## src/rtl/fir_tap_sequencer.sv

```systemverilog
// Sample delay line plus coefficient file feeding a 64-tap MAC: one accepted sample yields a
// contiguous burst of TAPS (coef, sample) pairs. Define SYM_COEF_EN for symmetric coefficients.
module fir_tap_sequencer #(
    parameter int TAPS = 64,
    parameter int DW   = 16,
    parameter int AW   = 6
) (
    input  logic          clk2,
    input  logic          rst,
    input  logic          sample_valid,
    input  logic [DW-1:0] sample_in,
    output logic          sample_ready,
    input  logic          coef_we,
    input  logic [AW-1:0] coef_addr,
    input  logic [DW-1:0] coef_wdata,
    output logic          coef_err,
    output logic          enable,
    output logic [DW-1:0] cout,
    output logic [DW-1:0] x_in,
    output logic          frame_start,
    output logic          busy
);

`ifdef SYM_COEF_EN
    localparam int CN  = TAPS / 2;
    localparam int CAW = AW - 1;
`else
    localparam int CN  = TAPS;
    localparam int CAW = AW;
`endif

    typedef enum logic {IDLE = 1'b0, STREAM = 1'b1} state_t;

    state_t        state_q, state_d;
    logic [AW-1:0] wp_q, wp_d, np_q, np_d, k_q, k_d;
    logic [DW-1:0] line_q [TAPS];
    logic [DW-1:0] line_d [TAPS];
    logic [DW-1:0] coef_q [CN];
    logic [DW-1:0] coef_d [CN];
    logic          ready_q, ready_d, enable_q, enable_d, frame_q, frame_d;
    logic          busy_q, busy_d, err_q, err_d;
    logic [DW-1:0] cout_q, cout_d, x_q, x_d;
    logic          accept_s, coef_ok_s;
    logic [CAW-1:0] coef_wsel_s, coef_rsel_s;
    logic [AW-1:0] x_idx_s;

    assign accept_s = sample_valid && ready_q;
    assign x_idx_s  = np_q - k_q;

`ifdef SYM_COEF_EN
    // Upper-half taps mirror the lower half: index TAPS-1-k is the bitwise complement of k.
    assign coef_ok_s   = coef_we && (state_q == IDLE) && !accept_s && !coef_addr[AW-1];
    assign coef_wsel_s = coef_addr[CAW-1:0];
    assign coef_rsel_s = k_q[AW-1] ? ~k_q[CAW-1:0] : k_q[CAW-1:0];
`else
    assign coef_ok_s   = coef_we && (state_q == IDLE) && !accept_s;
    assign coef_wsel_s = coef_addr;
    assign coef_rsel_s = k_q;
`endif

    // State register
    always_ff @(posedge clk2 or posedge rst) begin
        if (rst) begin
            state_q <= IDLE;
        end else begin
            state_q <= state_d;
        end
    end

    // Next-state logic: one burst of TAPS pairs per accepted sample
    always_comb begin
        state_d = state_q;
        case (state_q)
            IDLE: begin
                if (accept_s) state_d = STREAM;
                else          state_d = IDLE;
            end
            STREAM: begin
                if (k_q == AW'(TAPS - 1)) state_d = IDLE;
                else                      state_d = STREAM;
            end
            default: state_d = IDLE;
        endcase
    end

    // Delay line, pointers, tap counter and coefficient file updates
    always_comb begin
        wp_d   = wp_q;
        np_d   = np_q;
        k_d    = k_q;
        line_d = line_q;
        coef_d = coef_q;
        if (accept_s) begin
            line_d[wp_q] = sample_in;
            np_d         = wp_q;
            wp_d         = wp_q + AW'(1'b1);
            k_d          = '0;
        end else if (state_q == STREAM) begin
            k_d = k_q + AW'(1'b1);
        end else begin
            k_d = k_q;
        end
        if (coef_ok_s) begin
            coef_d[coef_wsel_s] = coef_wdata;
        end else begin
            coef_d = coef_q;
        end
    end

    // Output logic; busy spans from accept until the last pair has been retired
    always_comb begin
        ready_d = (state_d == IDLE);
        busy_d  = (state_d == STREAM) || (state_q == STREAM);
        err_d   = coef_we && !coef_ok_s;
        if (state_q == STREAM) begin
            enable_d = 1'b1;
            frame_d  = (k_q == '0);
            cout_d   = coef_q[coef_rsel_s];
            x_d      = line_q[x_idx_s];
        end else begin
            enable_d = 1'b0;
            frame_d  = 1'b0;
            cout_d   = '0;
            x_d      = '0;
        end
    end

    // Datapath and output registers
    always_ff @(posedge clk2 or posedge rst) begin
        if (rst) begin
            wp_q     <= '0;
            np_q     <= '0;
            k_q      <= '0;
            for (int i = 0; i < TAPS; i++) line_q[i] <= '0;
            for (int i = 0; i < CN; i++)   coef_q[i] <= '0;
            ready_q  <= 1'b0;
            enable_q <= 1'b0;
            frame_q  <= 1'b0;
            busy_q   <= 1'b0;
            err_q    <= 1'b0;
            cout_q   <= '0;
            x_q      <= '0;
        end else begin
            wp_q     <= wp_d;
            np_q     <= np_d;
            k_q      <= k_d;
            line_q   <= line_d;
            coef_q   <= coef_d;
            ready_q  <= ready_d;
            enable_q <= enable_d;
            frame_q  <= frame_d;
            busy_q   <= busy_d;
            err_q    <= err_d;
            cout_q   <= cout_d;
            x_q      <= x_d;
        end
    end

    assign sample_ready = ready_q;
    assign enable       = enable_q;
    assign frame_start  = frame_q;
    assign busy         = busy_q;
    assign coef_err     = err_q;
    assign cout         = cout_q;
    assign x_in         = x_q;

endmodule

```

## config.mk

```make
export PLATFORM = sky130hd
export DESIGN_NAME = fir_tap_sequencer
export DESIGN_NICKNAME = d
export VERILOG_FILES = /design/src/rtl/fir_tap_sequencer.sv
export SDC_FILE = /design/constraint.sdc
export NUM_CORES = 2
export LEC_CHECK = 0
export BUFFER_PORTS_ARGS = -buffer_cell sky130_fd_sc_hd__buf_4
export CAP_MARGIN = 20
export CORE_MARGIN = 4
export CORE_UTILIZATION = 60
export CTS_CLUSTER_SIZE = 8
export DETAILED_ROUTE_END_ITERATION = 6
export GPL_TIMING_DRIVEN = 0
export PLACE_DENSITY = 0.76
export SLEW_MARGIN = 20
export SYNTH_ARGS = -nofsm -noshare
export SYNTH_HDL_FRONTEND = slang
export SYNTH_SLANG_ARGS = --single-unit
```

## constraint.sdc

```tcl
create_clock -name clk2 -period 88.6 [get_ports clk2]
set_input_delay 17.72 -clock clk2 [delete_from_list [all_inputs] [get_ports clk2]]
set_output_delay 17.72 -clock clk2 [all_outputs]
set_load 0.02 [all_outputs]
```

==> Yosys cells after proc, flatten, opt, wreduce, memory -nomap -nowiden <==
Index checks and enable logic that the tools add are counted.
{ "word_totals": {"output_inout_bits": 37, "register_bits": 2104, "elab_cells": 187} }
{ "op_classes": {"n_reduce_logical": 11, "n_eq_ne": 1, "n_mux": 21, "order_cmp": 6, "bitwise_logic": 6, "n_addsub": 3} }
{ "ops": {"columns": ["operator", "count"], "rows": [
  ["1024-bit bitwise mux", 2],
  ["16-bit binary-select mux with 6-bit select", 2],
  ["16-bit demux with 6-bit select", 2],
  ["16-bit two-way mux", 8],
  ["7-bit >= comparator, second input constant", 4],
  ["6-bit inverter with 7-bit output", 4],
  ["7-bit by 1-bit less-than comparator with 1-bit output, second input constant", 2],
  ["6-bit by 1-bit adder with 6-bit output, second input constant", 2],
  ["6-bit two-way mux", 2],
  ["6-bit == test, second input constant", 1],
  ["1-bit logical AND", 6],
  ["6-bit logical NOT", 1],
  ["6-bit subtractor", 1],
  ["1-bit two-way mux", 4],
  ["1-bit logical NOT", 2],
  ["1-bit inverter", 2],
  ["1-bit one-hot mux with 2 select lines", 1],
  ["2-bit nonzero test", 1],
  ["1-bit logical OR", 1]
]} }

==> Longest topological paths before layout <==
{ "depth": {"ltp_word": 6, "mapped_depth": 15, "mapped_depth_nobuf": 10} }

==> Least setup slack after synthesis <==
Ideal clock, no wire load.
{ "synth_path": {"path_kind": "in2reg", "startpoint": "input port sample_valid", "endpoint": "register coef_q[64] (netlist name)", "n_path_buf": 3, "arrival_time_ns": 19.460, "setup_ns": 0.125, "setup_slack_ns": 69.015, "cell_stages": 9, "required_ns": 88.475, "path_cell_list": "and2_1 > buf_2 > nor2_4 > and3_1 > buf_2 > nand3_4 > nor2_2 > buf_4 > mux2_2"} }
{ "synth_via": {"elab_chain_cells": 3} }
{ "synth_rtl": {"columns": ["element", "line_no", "rtl"], "rows": [
  ["start: declaration", "10", "input logic sample_valid,"],
  ["1-bit logical AND", "47", "assign accept_s = sample_valid && ready_q;"],
  ["1-bit logical NOT", "56", "assign coef_ok_s = coef_we && (state_q == IDLE) && !accept_s;"],
  ["1-bit logical AND", "56", null],
  ["end signal: assignment", "148", "coef_q <= coef_d;"],
  ["end: declaration", "38", "logic [DW-1:0] coef_q [CN];"]
]} }
No other way between the ends.
A chain may end at the register's enable or synchronous reset.

==> metrics.cfg <==
[status]
status = completed

[routing]
dr.pass1.iters = 5
drt_wl_total_um = 280800
viasPerCell = 6.731
drtAntennaViolNets = 0
vias = 58410
post_drt_wl_per_cell_um = 32.36
first_iter_violations = 5425
drc = 0

[synth]
synth-edff-count = 0
synth.largest_area_cell = dfrtp_1
syn_nets = 6259
yosys.area_share.simple_pct = 3.422
synthArstFlopShare_pct = 100.0
synth.top_cell.area_share_pct = 55.02
ys_types = 60
syn_area_sq_um = 95700
yosysWarningCount = 0
synth_top_family_by_area = multiplexers
synth_compound_area_share_pct = 1.067
synth-xor-area-share_pct = 0.1726
synth-seq-area-share_pct = 55.02
ys_seq_elements = 2104
synthAdderAreaFrac_pct = 0.1255
synthCells = 6208
syn_area_per_cell_sq_um = 15.42
synth_ff_type = dfrtp_1
synthTopCellsByArea = dfrtp_1 (55%), mux2_2 (24%), mux4_2 (13%)
synthMuxAreaShare_pct = 37.45

[floorplan]
die_x_um = 407.4
fp-row-count = 146
fp.dieArea_sq_um = 166000
die_h_um = 407.4
initial_core_util_pct = 60.42
coreArea_sq_um = 158400
io_pins = 79

[setup_path]
crit_path_top_delay_cell = buf_16
required_ns = 89.60
endpoint_kind = asynchronous set/reset pin
cp_max_fo = 107
cp_slowest_stage_delay_ns = 0.46
path_class = in -> async
crit_arrival_ns = 21.65
path_cells = buf_4 > inv_8 > buf_16 > buf_16 > buf_16 > buf_16 > buf_16 > buf_16 > buf_16 > buf_16
crit_top_cell = buf_16
startpoint_type = input port

[timing]
setup_tns_ns = 0
hold_viol_final = 0
finClkSkew_ns = 0.05765
max_freq_ghz = 0.04842
setup_ws_ns = 67.95
slew_headroom_pct = 12.38
finalCriticalPeriod_ns = 20.65
grt_setup_unrepaired = no
timing.final.crit_share_pct = 23.31
setup_violations = 0
final_max_slew_viol_count = 0
worstMarginPinSlew_ns = 1.314

[place]
place_ws_ns = 66.90
place_hpwl_um = 196800
postPlaceCellArea_sq_um = 99330
place.gp.congestion = 0.9272
port_buffers = 44

[power]
leakagePower_nw = 51.29
ir_drop_mv = 0.04386
power_density_nw_per_um2 = 29.31
internal_power_w = 0.001984
swShare_pct = 36.99
seqPwrFrac_pct = 33.5
p_clk_share_pct = 32.7
power_frac_comb_pct = 33.8
p_sw_w = 0.001164

[cts]
h-tree-depth = 5
cts_resized = 0
clockBufferDepth = 4
cts_setup_buffers = 0
cts_tree = built
cts-root-buf = clkbuf_16
cts_hold_buf = 0
clock_latency_ns = 0.92
path_clk_slew_ns = 0.05
clock-sinks = 2104
numCtsBuffers = 313

[grt]
grt_max_degree = 109
grt_pass1_vias = 62550
antenna_found_initial = 5
gr-total-overflow = 0
grt_pass1_wl_um = 418100
grt_use_total_pct = 34.13

[finish]
num-fill-cells = 10670
final_cell_mix = dfrtp_1 (2,104), mux2_2 (2,046), mux4_2 (561)
nNetsFinal = 6642
utilization_pct = 67.81
multi_input_area_sq_um = 40430
seqCellArea_sq_um = 52650
layout_commonest_cell = dfrtp_1
final_layout_size_suffix_gt1_share_pct = 50.27
syn_to_final_growth_pct = 12.22
final_cell_area_sq_um = 107400

[hold_path]
min_path_type = reg -> reg

[flow_run]
cap_violations = 0

-- flip-flops by register name, indices dropped and copies added, names as in the netlist --
register,flops
state_q,1
frame_start,1
line_q,1024
enable,1
np_q,6
cout,16
sample_ready,1
busy,1
x_in,16
coef_rsel_s,6
coef_q,1024
coef_err,1
wp_q,6
-- layer usage --
metal	wire length [um]	track usage, %
met1	105500	43.64
met2	133900	54.18
met3	20390	7.074
met4	20960	20.99
met5	12	0
-- cells in the mapped netlist (6+ instances only) --
cell type / number
nand2_2: 13
mux4_2: 561
buf_4: 55
nor2_2: 30
nand3_1: 83
xnor2_1: 12
a31oi_1: 18
mux2_2: 2046
a211oi_1: 6
and3_1: 7
a21oi_1: 73
nand3b_1: 8
nand2_1: 359
clkbuf_1: 308
ha_1: 8
buf_1: 51
nor2_1: 88
o21ai_0: 38
or3_1: 6
buf_2: 156
a32oi_1: 12
mux2i_1: 14
dfrtp_1: 2104
inv_1: 14
nand4_1: 13
and2_1: 7
o21ai_1: 6
nor3_1: 21
nor2_4: 24
-- critical path, delay by kind of cell --
family / cells / cell delay, ns
buffers and inverters: 10 / 3.50
-- power by group through the flow --
stage	clock, W	combinational (W)	sequential, W
after floorplan	0	0.000616	0.00107
after global placement	0	0.00103	0.00107
after detailed placement	0	0.00104	0.00107
after CTS	0.00104	0.00105	0.00105
after global routing	0.00108	0.00109	0.00106
final	0.00103	0.00106	0.00106
-- worst paths after layout --
| check | startpoint | cells after the start | endpoint | slack (ns) |
|---|---|---|---|---|
| max | rst | 10 | line_q[936]$_DFFE_PP0P_ | 67.95 |
| min | coef_q[632]$_DFFE_PP0P_ | 1 | coef_q[632]$_DFFE_PP0P_ | 0.48 |
| max reg2reg | coef_rsel_s[1]$_DFFE_PP0P_ | 14 | x_in[0]$_DFF_PP0_ | 82.14 |
| min reg2reg | coef_q[632]$_DFFE_PP0P_ | 1 | coef_q[632]$_DFFE_PP0P_ | 0.48 |
| max in group clk2 | sample_valid | 10 | coef_q[199]$_DFFE_PP0P_ | 68.42 |
| min in group asynchronous | rst | 2 | coef_q[364]$_DFFE_PP0P_ | 16.86 |
-- through the flow --
stage | cells | hold WS (ns) | total power (W)
2_1_floorplan | 6208 | 0.4525 | 0.001686
3_3_place_gp | 8324 | 0.4690 | 0.002103
3_5_place_dp | 8348 | 0.4734 | 0.002112
4_1_cts | 8674 | 0.4875 | 0.003138
5_1_grt | 8674 | 0.5025 | 0.003233
6_report | 8677 | 0.4850 | 0.003148
-- area by class of cell --
class,instances,share of cell area [%]
Clock inverter,3,0.03029
Clock buffer,323,7.467
Tap cell,2072,2.414
Timing Repair Buffer,68,0.9227
Antenna cell,3,0.006990
Sequential cell,2104,49.03
Inverter,15,0.05942
Buffer,573,2.423
Multi-Input combinational cell,3516,37.65
-- kinds of logic after synthesis --
kind of cell,count (synthesis)
muxes,2623
DFF,2104
and+or+nand+nor,692
buffers and inverters,588
AOI/OAI and AO/OA,174
xor gates and xnor gates,18
adders and majority gates,9
No activity file was read; power rests on OpenSTA's default activity.
